## config.mk

```make
export PLATFORM = sky130hd
export DESIGN_NAME = br_fifo_flops_push_credit_mc
export DESIGN_NICKNAME = d
export VERILOG_FILES = /design/src/rtl/br_fifo_flops_push_credit_mc.sv
export SDC_FILE = /design/constraint.sdc
export NUM_CORES = 1
export LEC_CHECK = 0
export ABC_AREA = 1
export BUFFER_PORTS_ARGS = -buffer_cell sky130_fd_sc_hd__buf_2
export CAP_MARGIN = 25
export CORE_ASPECT_RATIO = 1.1
export CORE_MARGIN = 8
export CORE_UTILIZATION = 46
export CTS_BUF_LIST = sky130_fd_sc_hd__clkbuf_16
export DETAILED_ROUTE_END_ITERATION = 7
export PLACE_DENSITY = 0.84
export SYNTH_ARGS = -nofsm -noshare
export SYNTH_HDL_FRONTEND = slang
export SYNTH_SLANG_ARGS = --single-unit
```

## constraint.sdc

```tcl
create_clock -name clk -period 1.9 [get_ports clk]
set_clock_uncertainty 0.05 [all_clocks]
set_input_delay 0.095 -clock clk [delete_from_list [all_inputs] [get_ports clk]]
set_output_delay 0.095 -clock clk [all_outputs]
set_load 0.005 [all_outputs]
```

## src/rtl/br_fifo_flops_push_credit_mc.sv

```systemverilog
// Multi-channel flop FIFO with per-channel credit return on push and one round-robin ready/valid pop.
// Optional integrity assertions: define BR_FIFO_PUSH_CREDIT_MC_INTG_CHECKS_EN.
module br_fifo_flops_push_credit_mc #(
  parameter int unsigned NumChannels        = 2,
  parameter int unsigned Depth              = 2,
  parameter int unsigned Width              = 1,
  parameter int unsigned MaxCredit          = Depth,
  parameter int unsigned RegisterPushCredit = 0,
  parameter int unsigned RegisterPopOutputs = 1,
  localparam int unsigned ChWidth           = $clog2(NumChannels),
  localparam int unsigned CountWidth        = $clog2(Depth + 1),
  localparam int unsigned CreditWidth       = $clog2(MaxCredit + 1)
) (
  input  logic                                clk,
  input  logic                                rst,
  input  logic [NumChannels-1:0]              push_credit_stall,
  output logic [NumChannels-1:0]              push_credit,
  input  logic                                push_valid,
  input  logic [ChWidth-1:0]                  push_channel,
  input  logic [Width-1:0]                    push_data,
  input  logic                                pop_ready,
  output logic                                pop_valid,
  output logic [ChWidth-1:0]                  pop_channel,
  output logic [Width-1:0]                    pop_data,
  output logic [NumChannels-1:0]              pop_empty,
  output logic [NumChannels*CountWidth-1:0]   pop_items,
  input  logic [NumChannels*CreditWidth-1:0]  credit_initial_push,
  input  logic [NumChannels*CreditWidth-1:0]  credit_withhold_push,
  output logic [NumChannels*CreditWidth-1:0]  credit_count_push,
  output logic [NumChannels*CreditWidth-1:0]  credit_available_push
);

  localparam int unsigned PtrWidth = (Depth > 1) ? $clog2(Depth) : 1;

  logic [CountWidth-1:0]  items        [NumChannels];
  logic [CreditWidth-1:0] credit_count [NumChannels];
  logic [CreditWidth-1:0] credit_avail [NumChannels];
  logic [Width-1:0]       head_data_ch [NumChannels];

  logic [NumChannels-1:0] nonempty;
  logic [NumChannels-1:0] push_sel;
  logic [NumChannels-1:0] deq;
  logic [NumChannels-1:0] credit_issue;

  logic               push_ch_ok;
  logic               push_full;
  logic               push_en;
  logic               grant_valid;
  logic [ChWidth-1:0] grant_ch;
  logic [ChWidth-1:0] cand;
  logic [ChWidth-1:0] rr_ptr;
  logic [ChWidth-1:0] rr_next;
  logic               deq_en;
  logic               hold_lock;
  logic [ChWidth-1:0] hold_ch;
  logic [Width-1:0]   head_data;

  // Pushes to an out-of-range or full channel are dropped without touching state.
  always_comb begin
    push_ch_ok = 32'(push_channel) < NumChannels;
    push_full  = push_ch_ok && (items[push_channel] == CountWidth'(Depth));
    push_en    = push_valid && push_ch_ok && !push_full;
  end

  // Round-robin grant from rr_ptr; a stalled pop keeps its channel locked.
  always_comb begin
    grant_valid = 1'b0;
    grant_ch    = '0;
    cand        = '0;
    for (int unsigned i = 0; i < NumChannels; i++) begin
      cand = ChWidth'((32'(rr_ptr) + i) % NumChannels);
      if (!grant_valid && nonempty[cand]) begin
        grant_valid = 1'b1;
        grant_ch    = cand;
      end
    end
    if (hold_lock) begin
      grant_valid = 1'b1;
      grant_ch    = hold_ch;
    end
    if (rst) begin
      grant_valid = 1'b0;
      grant_ch    = '0;
    end
  end

  assign head_data = head_data_ch[grant_ch];
  assign rr_next   = (grant_ch == ChWidth'(NumChannels - 1)) ? '0 : grant_ch + ChWidth'(1);

  always_ff @(posedge clk) begin
    if (rst) begin
      rr_ptr <= '0;
    end else if (deq_en) begin
      rr_ptr <= rr_next;
    end
  end

  function automatic logic [PtrWidth-1:0] ptr_inc(input logic [PtrWidth-1:0] p);
    return (p == PtrWidth'(Depth - 1)) ? '0 : p + PtrWidth'(1);
  endfunction

  for (genvar c = 0; c < NumChannels; c++) begin : g_ch
    logic [Width-1:0]       mem_q [Depth];
    logic [PtrWidth-1:0]    wr_ptr_q;
    logic [PtrWidth-1:0]    rd_ptr_q;
    logic [CountWidth-1:0]  items_q;
    logic [CreditWidth-1:0] count_q;
    logic [CreditWidth-1:0] withhold;

    assign withhold        = credit_withhold_push[c*CreditWidth +: CreditWidth];
    assign items[c]        = items_q;
    assign credit_count[c] = count_q;
    assign nonempty[c]     = (items_q != '0);
    assign head_data_ch[c] = mem_q[rd_ptr_q];
    assign push_sel[c]     = push_en && (push_channel == ChWidth'(c));
    assign deq[c]          = deq_en && (grant_ch == ChWidth'(c));
    assign credit_avail[c] = (count_q > withhold) ? count_q - withhold : '0;
    assign credit_issue[c] = !rst && !push_credit_stall[c] && (credit_avail[c] != '0);

    assign pop_empty[c]                                    = ~nonempty[c];
    assign pop_items[c*CountWidth +: CountWidth]           = items_q;
    assign credit_count_push[c*CreditWidth +: CreditWidth] = count_q;
    assign credit_available_push[c*CreditWidth +: CreditWidth] = credit_avail[c];

    // Payload storage is intentionally not reset.
    always_ff @(posedge clk) begin
      if (push_sel[c]) begin
        mem_q[wr_ptr_q] <= push_data;
      end
    end

    always_ff @(posedge clk) begin
      if (rst) begin
        wr_ptr_q <= '0;
        rd_ptr_q <= '0;
        items_q  <= '0;
        count_q  <= credit_initial_push[c*CreditWidth +: CreditWidth];
      end else begin
        if (push_sel[c]) begin
          wr_ptr_q <= ptr_inc(wr_ptr_q);
        end
        if (deq[c]) begin
          rd_ptr_q <= ptr_inc(rd_ptr_q);
        end
        if (push_sel[c] && !deq[c]) begin
          items_q <= items_q + CountWidth'(1);
        end else if (!push_sel[c] && deq[c]) begin
          items_q <= items_q - CountWidth'(1);
        end
        // Dequeue returns a credit to the pool; issue takes one back out.
        if (deq[c] && !credit_issue[c]) begin
          if (count_q != CreditWidth'(MaxCredit)) begin
            count_q <= count_q + CreditWidth'(1);
          end
        end else if (!deq[c] && credit_issue[c]) begin
          count_q <= count_q - CreditWidth'(1);
        end
      end
    end
  end

  if (RegisterPushCredit != 0) begin : g_credit_reg
    logic [NumChannels-1:0] push_credit_q;
    always_ff @(posedge clk) begin
      if (rst) begin
        push_credit_q <= '0;
      end else begin
        push_credit_q <= credit_issue;
      end
    end
    assign push_credit = push_credit_q;
  end else begin : g_credit_comb
    assign push_credit = credit_issue;
  end

  if (RegisterPopOutputs != 0) begin : g_pop_reg
    logic               out_valid_q;
    logic [ChWidth-1:0] out_ch_q;
    logic [Width-1:0]   out_data_q;

    assign hold_lock = 1'b0;
    assign hold_ch   = '0;
    assign deq_en    = grant_valid && (!out_valid_q || pop_ready);

    always_ff @(posedge clk) begin
      if (rst) begin
        out_valid_q <= 1'b0;
        out_ch_q    <= '0;
        out_data_q  <= '0;
      end else if (deq_en) begin
        out_valid_q <= 1'b1;
        out_ch_q    <= grant_ch;
        out_data_q  <= head_data;
      end else if (pop_ready) begin
        out_valid_q <= 1'b0;
      end
    end

    assign pop_valid   = out_valid_q;
    assign pop_channel = out_ch_q;
    assign pop_data    = out_data_q;
  end else begin : g_pop_comb
    logic               hold_q;
    logic [ChWidth-1:0] hold_ch_q;

    // Remember the presented channel so a late push cannot re-steer a stalled pop.
    always_ff @(posedge clk) begin
      if (rst) begin
        hold_q    <= 1'b0;
        hold_ch_q <= '0;
      end else begin
        hold_q    <= grant_valid && !pop_ready;
        hold_ch_q <= grant_ch;
      end
    end

    assign hold_lock   = hold_q;
    assign hold_ch     = hold_ch_q;
    assign deq_en      = grant_valid && pop_ready;
    assign pop_valid   = grant_valid;
    assign pop_channel = grant_ch;
    assign pop_data    = grant_valid ? head_data : '0;
  end

`ifdef BR_FIFO_PUSH_CREDIT_MC_INTG_CHECKS_EN
  logic [NumChannels-1:0] credit_ovf;
  for (genvar c = 0; c < NumChannels; c++) begin : g_ovf
    assign credit_ovf[c] = deq[c] && !credit_issue[c] &&
                           (credit_count[c] == CreditWidth'(MaxCredit));
  end

  a_push_full: assert property (@(posedge clk) disable iff (rst)
    !(push_valid && push_ch_ok && push_full));
  a_push_channel: assert property (@(posedge clk) disable iff (rst)
    !(push_valid && !push_ch_ok));
  a_credit_overflow: assert property (@(posedge clk) disable iff (rst)
    credit_ovf == '0);
  a_pop_stable: assert property (@(posedge clk) disable iff (rst)
    (pop_valid && !pop_ready) |=> (pop_valid && $stable(pop_channel) && $stable(pop_data)));
`else
  // Integrity checks compiled out; violating pushes are still dropped silently.
`endif

endmodule

```

==> impl_metrics.py <==
metrics = {
    "status": {
        "status": "complete, but fails checks",
        "violations": "setup timing",
    },
    "grt": {
        "number_of_global_route_vias_before_repair": 1125,
        "grt_first_pass_wirelength_mm": 4.78,
        "global_route.usage.total_pct": 12.8,
        "overflow": 0,
        "antenna_found_initial": 0,
        "grt_start_max_net_pins": 13,
    },
    "clocking": {
        "cts.clk_slew.worst_paths_ns": 0.06,
        "clock_insertion_delay_worst_skew_ns": 0.25,
        "cts_tree": "built",
        "cts_buffers": 3,
        "max-clock-path-buffers": 2,
        "clock-sinks": 22,
        "ctsHtreeMaxLevel": 1,
        "cts.root.buffer_cell": "clkbuf_16",
    },
    "layout": {
        "layout-drive-gt1-share_pct": 42.5,
        "antenna_cells_inserted": 0,
        "num-nets-final": 244,
        "flow.area_growth_from_synthesis_pct": 40.0,
    },
    "floorplanning": {
        "fp.dieH_um": 71.3,
        "top_level_i_o_count": 35,
        "placeableCoreArea_mm2": 0.00270,
        "initial_utilization_pct": 47.3,
        "chipWidth_um": 66.3,
        "core.rowCount": 20,
        "dieArea_mm2": 0.00472,
    },
    "timing": {
        "final_min_period_over_clock_period_pct": 108,
        "worst_slack_ns": -0.150,
        "grt_setup_unrepaired": "yes",
        "relSlewSlack_pct": 83.5,
        "period_minus_slack_ns": 2.05,
        "fin_worst_hold_slack_ns": 0.00787,
        "worst-slew-pin-transition_ns": 0.248,
        "timing.setup.tns_ns": -0.653,
        "finalMaxSlewViolations": 0,
        "setup_viol": 10,
        "max_clock_freq_ghz": 0.488,
        "hold_violations": 0,
    },
    "critical_path": {
        "path_max_fanout": 3,
        "timing.critical_path.to_type": "output pin",
        "setup.worst_path.start_class": "flip-flop",
        "type_of_the_worst_setup_path": "reg -> out",
        "crit_required_ns": 1.75,
        "worstPathArrival_ns": 1.91,
    },
    "detailed_routing": {
        "drc_errors": 0,
        "detailedRoute.firstPassIterationCount": 4,
        "drtIter0Drc": 32,
        "vias": 1205,
        "drt-vias-per-instance": 4.78,
        "ant_nets": 0,
        "route.final.wire_length_mm": 3.20,
        "post_drt_wl_per_cell_um": 12.7,
    },
    "power_and_ir_drop": {
        "power.static_leakage_nw": 0.920,
        "pwr_density_cell_mw_per_mm2": 1040,
        "ir_drop_mv": 0.831,
        "total_power_w": 0.00186,
    },
    "placed_design": {
        "finalWeightedCongestion": 0.836,
        "port_buffers": 34,
        "detailedPlace.worstSlack_ns": -0.0831,
        "dp_hpwl_mm": 2.23,
    },
    "logic_synthesis": {
        "net_count_after_synthesis": 190,
        "synth_cell_type_count": 25,
        "synth_cells": 166,
        "postSynthRegisterBits": 22,
        "synth.yosys.seq_area_share_pct": 40.7,
        "synth.cell_area_mm2": 0.00128,
        "synthesis.yosys.warnings": 0,
        "syn_area_per_cell_um2": 7.70,
        "post_synth_main_area_contributors": "dfxtp_1 (22%), edfxtp_1 (19%), inv_1 (10%)",
        "yosysTopAreaCell": "dfxtp_1",
        "synth_largest_type_area_fraction_pct": 21.9,
    },
    "job": {
        "maxCapViolations": 0,
    },
    "worst_hold_path": {
        "holdCritPathClass": "in -> reg",
    },
}
-- timing repair --
action | CTS | global route
resized for setup | 5 | 28
hold buffers | 0 | 0
setup buffers | 4 | 3
pin swaps | 5 | 5
endpoints found under the setup margin | 7 | 12
-- per-stage QoR --
step | utilization (%) | cells | area, µm²
global placement | 57.6 | 241 | 1560
global route | 66.3 | 252 | 1790
finish | 66.3 | 252 | 1790
CTS | 62.2 | 249 | 1680
detailed placement | 57.6 | 241 | 1560
floorplan | - | 166 | 1280
-- critical path: stages, from the launching register on --
cell and delay, ns:
edfxtp_1 0.40, inv_2 0.10, ha_4 0.12, inv_2 0.03, fa_1 0.49, nand3_2 0.10
nand2_2 0.10, nand2_4 0.06, inv_2 0.06, buf_4 0.09, buf_4 0.09
-- layer usage --
layer	vias to the layer above	part of all wire, %	track usage [%]
met4	0	2.8	8.08
met3	7	4.9	2.65
met1	541	41	15.0
met5	-	0	0
li1	631	-	-
met2	26	51	20.6
-- cells in the mapped netlist --
cell type	number
edfxtp_1	8
clkbuf_1	1
o21ai_1	4
nor3_1	2
fa_1	2
buf_2	1
xnor2_1	1
dfxtp_1	14
nor2_1	14
o21ai_0	16
buf_6	1
inv_2	2
a21oi_4	1
nor2_2	3
nor2_4	2
nand2_1	25
nand2_2	3
a21oi_2	1
nand2_4	1
nand3_1	8
a211oi_1	1
o21a_1	2
a21oi_1	12
inv_1	35
ha_1	6
-- layout by cell type, fill, tap and decap left out, types with 4 or more instances in the layout --
cell	instances
a21oi_1	10
nand2_1	21
buf_2	31
nor2_1	13
ha_1	4
inv_1	29
dfxtp_1	10
buf_4	17
nand3_1	5
o21ai_0	14
inv_2	7
dfxtp_2	4
buf_6	4
nand2_2	5
edfxtp_1	8
-- area by class of cell --
type | instances | area [µm²]
clock buffer | 3 | 75.1
clock inverter | 1 | 3.75
fill | 233 | 912
inverter | 37 | 141
multi-input combinational | 104 | 676
sequential | 22 | 526
tap | 33 | 41.3
timing repair buffer | 52 | 328
-- flip-flops by register name, summed over array words and instances (netlist names), named ones only --
register / count
g_ch.wr_ptr_q: 2
pop_valid: 1
g_ch.count_q: 4
g_ch.rd_ptr_q: 2
pop_data: 1
g_ch.mem_q: 4
g_ch.items_q: 4
rr_ptr: 1
pop_channel: 1
-- worst paths after layout --
check             slack [ns]                 end                from  depth (start not counted)
setup / recovery       -0.15      push_credit[0]  g_ch[0].count_q[0]                         10
hold / removal         0.008    g_ch[0].mem_q[1]           push_data                          1
setup reg to reg       -0.07  g_ch[1].count_q[1]  g_ch[1].count_q[0]                         11
hold reg to reg         0.41    g_ch[0].rd_ptr_q    g_ch[0].rd_ptr_q                          1
-- power breakdown --
part	internal, W	switching, W
combinational	0.000351	0.000419
clock	0.000280	0.000156
sequential	0.000581	0.0000752
-- cells by family after synthesis --
group           share of synthesized area [%]
xor+xnor                                0.685
fa+ha+maj                                9.00
simple gates                             20.9
buf+inv                                  12.4
compound gates                           16.2
flops                                    40.7
Note: power is estimated with default switching activity, not from simulation.
